## config.mk

```make
export PLATFORM = sky130hd
export DESIGN_NAME = muxn_scan
export DESIGN_NICKNAME = d
export VERILOG_FILES = /design/src/rtl/muxn_scan.sv
export SDC_FILE = /design/constraint.sdc
export NUM_CORES = 1
export LEC_CHECK = 0
export CAP_MARGIN = 20
export CORE_MARGIN = 1.5
export CORE_UTILIZATION = 39
export CTS_CLUSTER_SIZE = 24
export DETAILED_ROUTE_END_ITERATION = 6
export PLACE_DENSITY = 0.71
export SYNTH_ARGS = -nofsm -noshare
export SYNTH_HDL_FRONTEND = slang
export SYNTH_SLANG_ARGS = --single-unit
```

## constraint.sdc

```tcl
create_clock -name clk -period 1.45 [get_ports clk]
set_input_delay 0.29 -clock clk [delete_from_list [all_inputs] [get_ports clk]]
set_output_delay 0.29 -clock clk [all_outputs]
set_load 0.05 [all_outputs]
```

## src/rtl/muxn_scan.sv

```systemverilog
// N-channel registered multiplexer with a manual-select mode and a one-shot ascending scan pass.
// Optional build macro MUXN_MASK_EN adds a per-channel mask port that limits which channels a pass visits.
module muxn_scan #(
    parameter int N  = 4,
    parameter int W  = 1,
    localparam int SW = (N > 2) ? $clog2(N) : 1
) (
    input  logic           clk,
    input  logic           rst,
    input  logic [N*W-1:0] in_data,
    input  logic [SW-1:0]  sel,
    input  logic           mode,
    input  logic           start,
`ifdef MUXN_MASK_EN
    input  logic [N-1:0]   mask,
`endif
    output logic [W-1:0]   out_data,
    output logic           out_valid,
    output logic [SW-1:0]  out_ch,
    output logic           busy,
    output logic           done
);

    typedef enum logic [1:0] {
        IDLE,
        SCAN,
        DONE
    } state_t;

    state_t        state_reg;
    logic [SW-1:0] ctr_reg;
    logic [W-1:0]  out_data_reg;
    logic [SW-1:0] out_ch_reg;
    logic          out_valid_reg;
    logic          busy_reg;
    logic          done_reg;

    logic [W-1:0]  chan [N];
    logic [N-1:0]  start_mask;
    logic [N-1:0]  scan_mask;
    logic [SW-1:0] first_ch;
    logic          first_ok;
    logic [SW-1:0] next_ch;
    logic          next_ok;
    logic          sel_ok;

    genvar gi;
    generate
        for (gi = 0; gi < N; gi++) begin : g_chan
            assign chan[gi] = in_data[gi*W +: W];
        end
    endgenerate

`ifdef MUXN_MASK_EN
    // The mask is captured on the start edge so a pass is immune to later mask changes.
    logic [N-1:0] mask_reg;

    always_ff @(posedge clk) begin
        if (rst) begin
            mask_reg <= '0;
        end else if (state_reg == IDLE && mode && start) begin
            mask_reg <= mask;
        end
    end

    assign start_mask = mask;
    assign scan_mask  = mask_reg;
`else
    assign start_mask = '1;
    assign scan_mask  = '1;
`endif

    assign sel_ok = int'(sel) < N;

    // Descending loop so the lowest eligible index is the one left standing.
    always_comb begin
        first_ch = '0;
        first_ok = 1'b0;
        next_ch  = '0;
        next_ok  = 1'b0;
        for (int k = N - 1; k >= 0; k--) begin
            if (start_mask[k]) begin
                first_ch = SW'(k);
                first_ok = 1'b1;
            end
            if (scan_mask[k] && (k > int'(ctr_reg))) begin
                next_ch = SW'(k);
                next_ok = 1'b1;
            end
        end
    end

    // ctr_reg always holds the channel currently presented while in SCAN.
    always_ff @(posedge clk) begin
        if (rst) begin
            state_reg     <= IDLE;
            ctr_reg       <= '0;
            out_data_reg  <= '0;
            out_ch_reg    <= '0;
            out_valid_reg <= 1'b0;
            busy_reg      <= 1'b0;
            done_reg      <= 1'b0;
        end else begin
            case (state_reg)
                IDLE: begin
                    busy_reg <= 1'b0;
                    done_reg <= 1'b0;
                    if (!mode) begin
                        if (sel_ok) begin
                            out_data_reg  <= chan[sel];
                            out_ch_reg    <= sel;
                            out_valid_reg <= 1'b1;
                        end else begin
                            out_data_reg  <= '0;
                            out_ch_reg    <= '0;
                            out_valid_reg <= 1'b0;
                        end
                    end else if (start && first_ok) begin
                        state_reg     <= SCAN;
                        ctr_reg       <= first_ch;
                        out_data_reg  <= chan[first_ch];
                        out_ch_reg    <= first_ch;
                        out_valid_reg <= 1'b1;
                        busy_reg      <= 1'b1;
                    end else if (start) begin
                        state_reg     <= DONE;
                        out_valid_reg <= 1'b0;
                        done_reg      <= 1'b1;
                    end else begin
                        out_valid_reg <= 1'b0;
                    end
                end
                SCAN: begin
                    if (next_ok) begin
                        ctr_reg       <= next_ch;
                        out_data_reg  <= chan[next_ch];
                        out_ch_reg    <= next_ch;
                        out_valid_reg <= 1'b1;
                    end else begin
                        state_reg     <= DONE;
                        out_valid_reg <= 1'b0;
                        busy_reg      <= 1'b0;
                        done_reg      <= 1'b1;
                    end
                end
                DONE: begin
                    state_reg     <= IDLE;
                    ctr_reg       <= '0;
                    out_valid_reg <= 1'b0;
                    busy_reg      <= 1'b0;
                    done_reg      <= 1'b0;
                end
                default: begin
                    state_reg     <= IDLE;
                    out_valid_reg <= 1'b0;
                    busy_reg      <= 1'b0;
                    done_reg      <= 1'b0;
                end
            endcase
        end
    end

    assign out_data  = out_data_reg;
    assign out_ch    = out_ch_reg;
    assign out_valid = out_valid_reg;
    assign busy      = busy_reg;
    assign done      = done_reg;

endmodule
```

==> results.txt, run 1 <==
Of the total power, the clock network draws about a third. The power density over cell area is around 850 nW/um^2. The total setup violations reported at the end of the flow is 0. The post-detailed-route count of antenna-violating nets is 0. The worst setup slack before clock tree synthesis came out at -0.247 ns. In this run, distinct cell masters in the synthesized netlist total 23. The critical path data arrival time came out at around 1.6 ns. Averaged over all synthesized cells, the footprint is 9.04 um^2. The number of enable flip-flop cells after synthesis came out at 0. Across all register-to-register paths, the minimum setup slack is around 0.040 ns. The shortest clock period the worst path allows after layout is between 1 and 1.5 ns. Setup repair after global routing could not meet its margin everywhere.

The worst hold path belongs to the class reg2reg. In this run, the number of DRC markers left after iteration 0 of detailed routing was 7. The async set or reset register ratio after synthesis is 0%. The area of the core came out at between 1000 and 1500 um^2. The initial antenna violation count is 0. The net count after synthesis came out at between 70 and 80. met2 is the most crowded layer. The relative slew slack came out at 79.4%. The switching fraction of total power came out at ~28%.

The slew of the pin with the lowest slew margin came out at between 0.3 and 0.4 ns. The final clock period utilization by the worst path came out at between 90% and 100%. The number of placement rows is 13.

From bottom edge to top edge, the die measures 39.7 um. The count of boundary I/O pins came out at 16. For this run the aggregate overflow at the end of global routing stands at 0. The effective utilization at floorplan came out at roughly two fifths.

The area growth from synthesis to layout came out at 72.8%. Clock skew on the completed layout was measured at between 0.002 and 0.0025 ns. The run finished with clean final reports. The kind of start point of the critical path is an input port. TritonCTS built the clock tree. The final wirelength is approximately 1.4 mm. The final-report hold violation count is 0. The count of port buffers added during placement came out at 15. The depth of the CTS H-tree is 1. The required arrival time at the worst endpoint is between 1.5 and 2 ns. The worst hold path passes through 2 cells.

The routing usage on met1 is around 25%. The number of vias in the routed layout came out at between 500 and 600. In the layout the commonest cells are 13 x sky130_fd_sc_hd__nor2_1, 11 x sky130_fd_sc_hd__buf_4, 9 x sky130_fd_sc_hd__clkdlybuf4s50_1.

The total of flip-flops plus latches after synthesis came out at 10. The floorplan die width is 39.7 um. The type of element capturing the critical path is a flop.

The maximum clock rate is approximately 700 MHz. After clock tree synthesis, the clock-pin slew on the worst setup and hold paths is 0.07 ns. The number of maximum-capacitance constraint violations is 0. The most used flip-flop cell after synthesis is sky130_fd_sc_hd__dfxtp_1.

The share of the Yosys chip area taken by registers is about two fifths. The number of filler cells placed in the layout came out at ~100. The post-detailed-route DRC marker count came out at 0. The final antenna diode count is 0. The worst-case IR drop observed on VDD is 0.000582 V. The post-synthesis cell count came out at 58. The global placement routability congestion is around 0.77. Leaving out fill and tap cells, the most frequent cell in the layout is sky130_fd_sc_hd__nor2_1. The maximum root-to-sink buffer count came out at 2. The leakage power is around 0.00038 uW. Power comes to 768 uW. The first TritonRoute pass finished after 4 iterations. The tree is rooted in a sky130_fd_sc_hd__clkbuf_4. The clock latency of the later-clocked register in the worst-skew pair came out at between 0.2 and 0.3 ns. The final count of pins violating max slew is 0. The mean number of vias per cell came out at 5.24. Summing all non-filler instances in the final layout gives an area of 906 um^2.

Counting the buffers created by CTS gives 3. The synthesized area is approximately 520 um^2. The number of global-route vias before repair came out at between 500 and 600. Global routing used ~37% of the available met2 tracks. The count of yosys warnings during synthesis is 0.

The final layout contains about 100 nets. The post-DP HPWL came out at 984 um. The worst reg-to-reg path cell count came out at 6. Of the cells placed in the final design, the portion with a size suffix greater than 1 is 36.8%. The hold buffer count at cts came out at 0. The mean routed wirelength per cell is roughly 14 um. The analysis attributes to net switching a power of ~210 uW.

The overall track demand over capacity in global routing came out at 21.4%. The proportion of power drawn by combinational gates is 27.8%. Global routing consumed, on the met3 layer, approximately 1.7% of the routing resources. The placed cell area came out at approximately 840 um^2.

The pin count of the biggest net entering global routing came out at 9. The wire length of the first global-routing pass came out at 2.16 mm. The internal power summed over all cells came out at around 550 uW. The floorplan step defined a die boundary enclosing around 1600 um^2. The kind of critical path is in2reg. The peak fanout along the critical path came out at 4. The worst hold slack across all endpoints is between 0.5 and 0.6 ns.

The post-layout worst setup margin is about 0.019 ns. Per report_power, the sequential group accounts for around two fifths of the total. For this design, the sink count on the clock tree is 10.
==> stage by stage <==
stage               util (%)  setup TNS, ns  cells
finish                  71.4              0    102
global placement        66.0          -1.20     97
global route            71.4         -0.107    102
detailed placement      66.0          -1.33     97
floorplan                  -              0     58
CTS                     69.6              0    102
==> worst paths after layout <==
path                   start         to
setup reg to reg  ctr_reg[1]   out_data
hold reg to reg    out_ch[1]  out_ch[1]
hold / removal     out_ch[1]  out_ch[1]
setup / recovery        mode   out_data
==> critical path: stages <==
cell,delay [ns]
sky130_fd_sc_hd__clkdlybuf4s50_1,0.52
sky130_fd_sc_hd__nor3b_1,0.28
sky130_fd_sc_hd__a211o_1,0.24
sky130_fd_sc_hd__nor2_1,0.07
sky130_fd_sc_hd__a211oi_2,0.21
==> per-layer routing <==
layer	share of wire [%]	up-vias
met5	0	-
met4	0.86	0
met3	5.2	2
met2	53	14
met1	41	249
li1	-	269
==> what timing repair did <==
action	4_1_cts	5_1_grt
resized for setup	3	5
endpoints found under the setup margin	1	5
pin swaps	1	3
setup buffers	1	0
gates cloned	0	0
hold endpoints to repair	0	0
==> power by group through the flow <==
stage,Clock [uW],Combinational (uW),Sequential (uW)
after floorplan,0,64.1,340
after global placement,0,201,309
after detailed placement,0,204,310
after CTS,260,205,304
after global routing,267,227,305
final,252,213,302
==> synth_stat cells, types with 2 or more instances <==
| master | count | share of area (%) |
|---|---|---|
| sky130_fd_sc_hd__a21oi_1 | 2 | 1.9 |
| sky130_fd_sc_hd__ha_1 | 3 | 7.2 |
| sky130_fd_sc_hd__mux2i_1 | 4 | 7.6 |
| sky130_fd_sc_hd__nor3_1 | 3 | 2.9 |
| sky130_fd_sc_hd__a211oi_1 | 4 | 5.7 |
| sky130_fd_sc_hd__dfxtp_1 | 10 | 38 |
| sky130_fd_sc_hd__inv_1 | 2 | 1.4 |
| sky130_fd_sc_hd__nand2b_1 | 2 | 2.4 |
| sky130_fd_sc_hd__nor2_1 | 13 | 9.3 |
| sky130_fd_sc_hd__nor3b_1 | 2 | 2.9 |
==> final cells by class <==
type | count | area (um^2) | area share (%)
Clock buffer | 4 | 36.3 | 4.01
Inverter | 2 | 7.51 | 0.829
Multi-Input combinational cell | 45 | 345 | 38.1
Sequential cell | 10 | 205 | 22.7
Tap cell | 15 | 18.8 | 2.07
Timing Repair Buffer | 26 | 293 | 32.3
==> cells by family (layout without fill, tap and decap cells) <==
logic type,count (synthesis),after routing,share of synthesized area [%]
AOI/OAI and AO/OA,13,13,20.5
and+or+nand+nor,24,24,22.2
buffers and inverters,3,32,2.15
adders and majority gates,3,3,7.16
DFF,10,10,38.2
muxes,5,5,9.79
No activity file was read; power rests on OpenSTA's default activity.
==> run 2, diff against run 1 <==
- HOLD_SLACK_MARGIN: not set -> 0.02
==> results of run 2 <==
Final layout, timing and power as in run 1 (identical DEF).
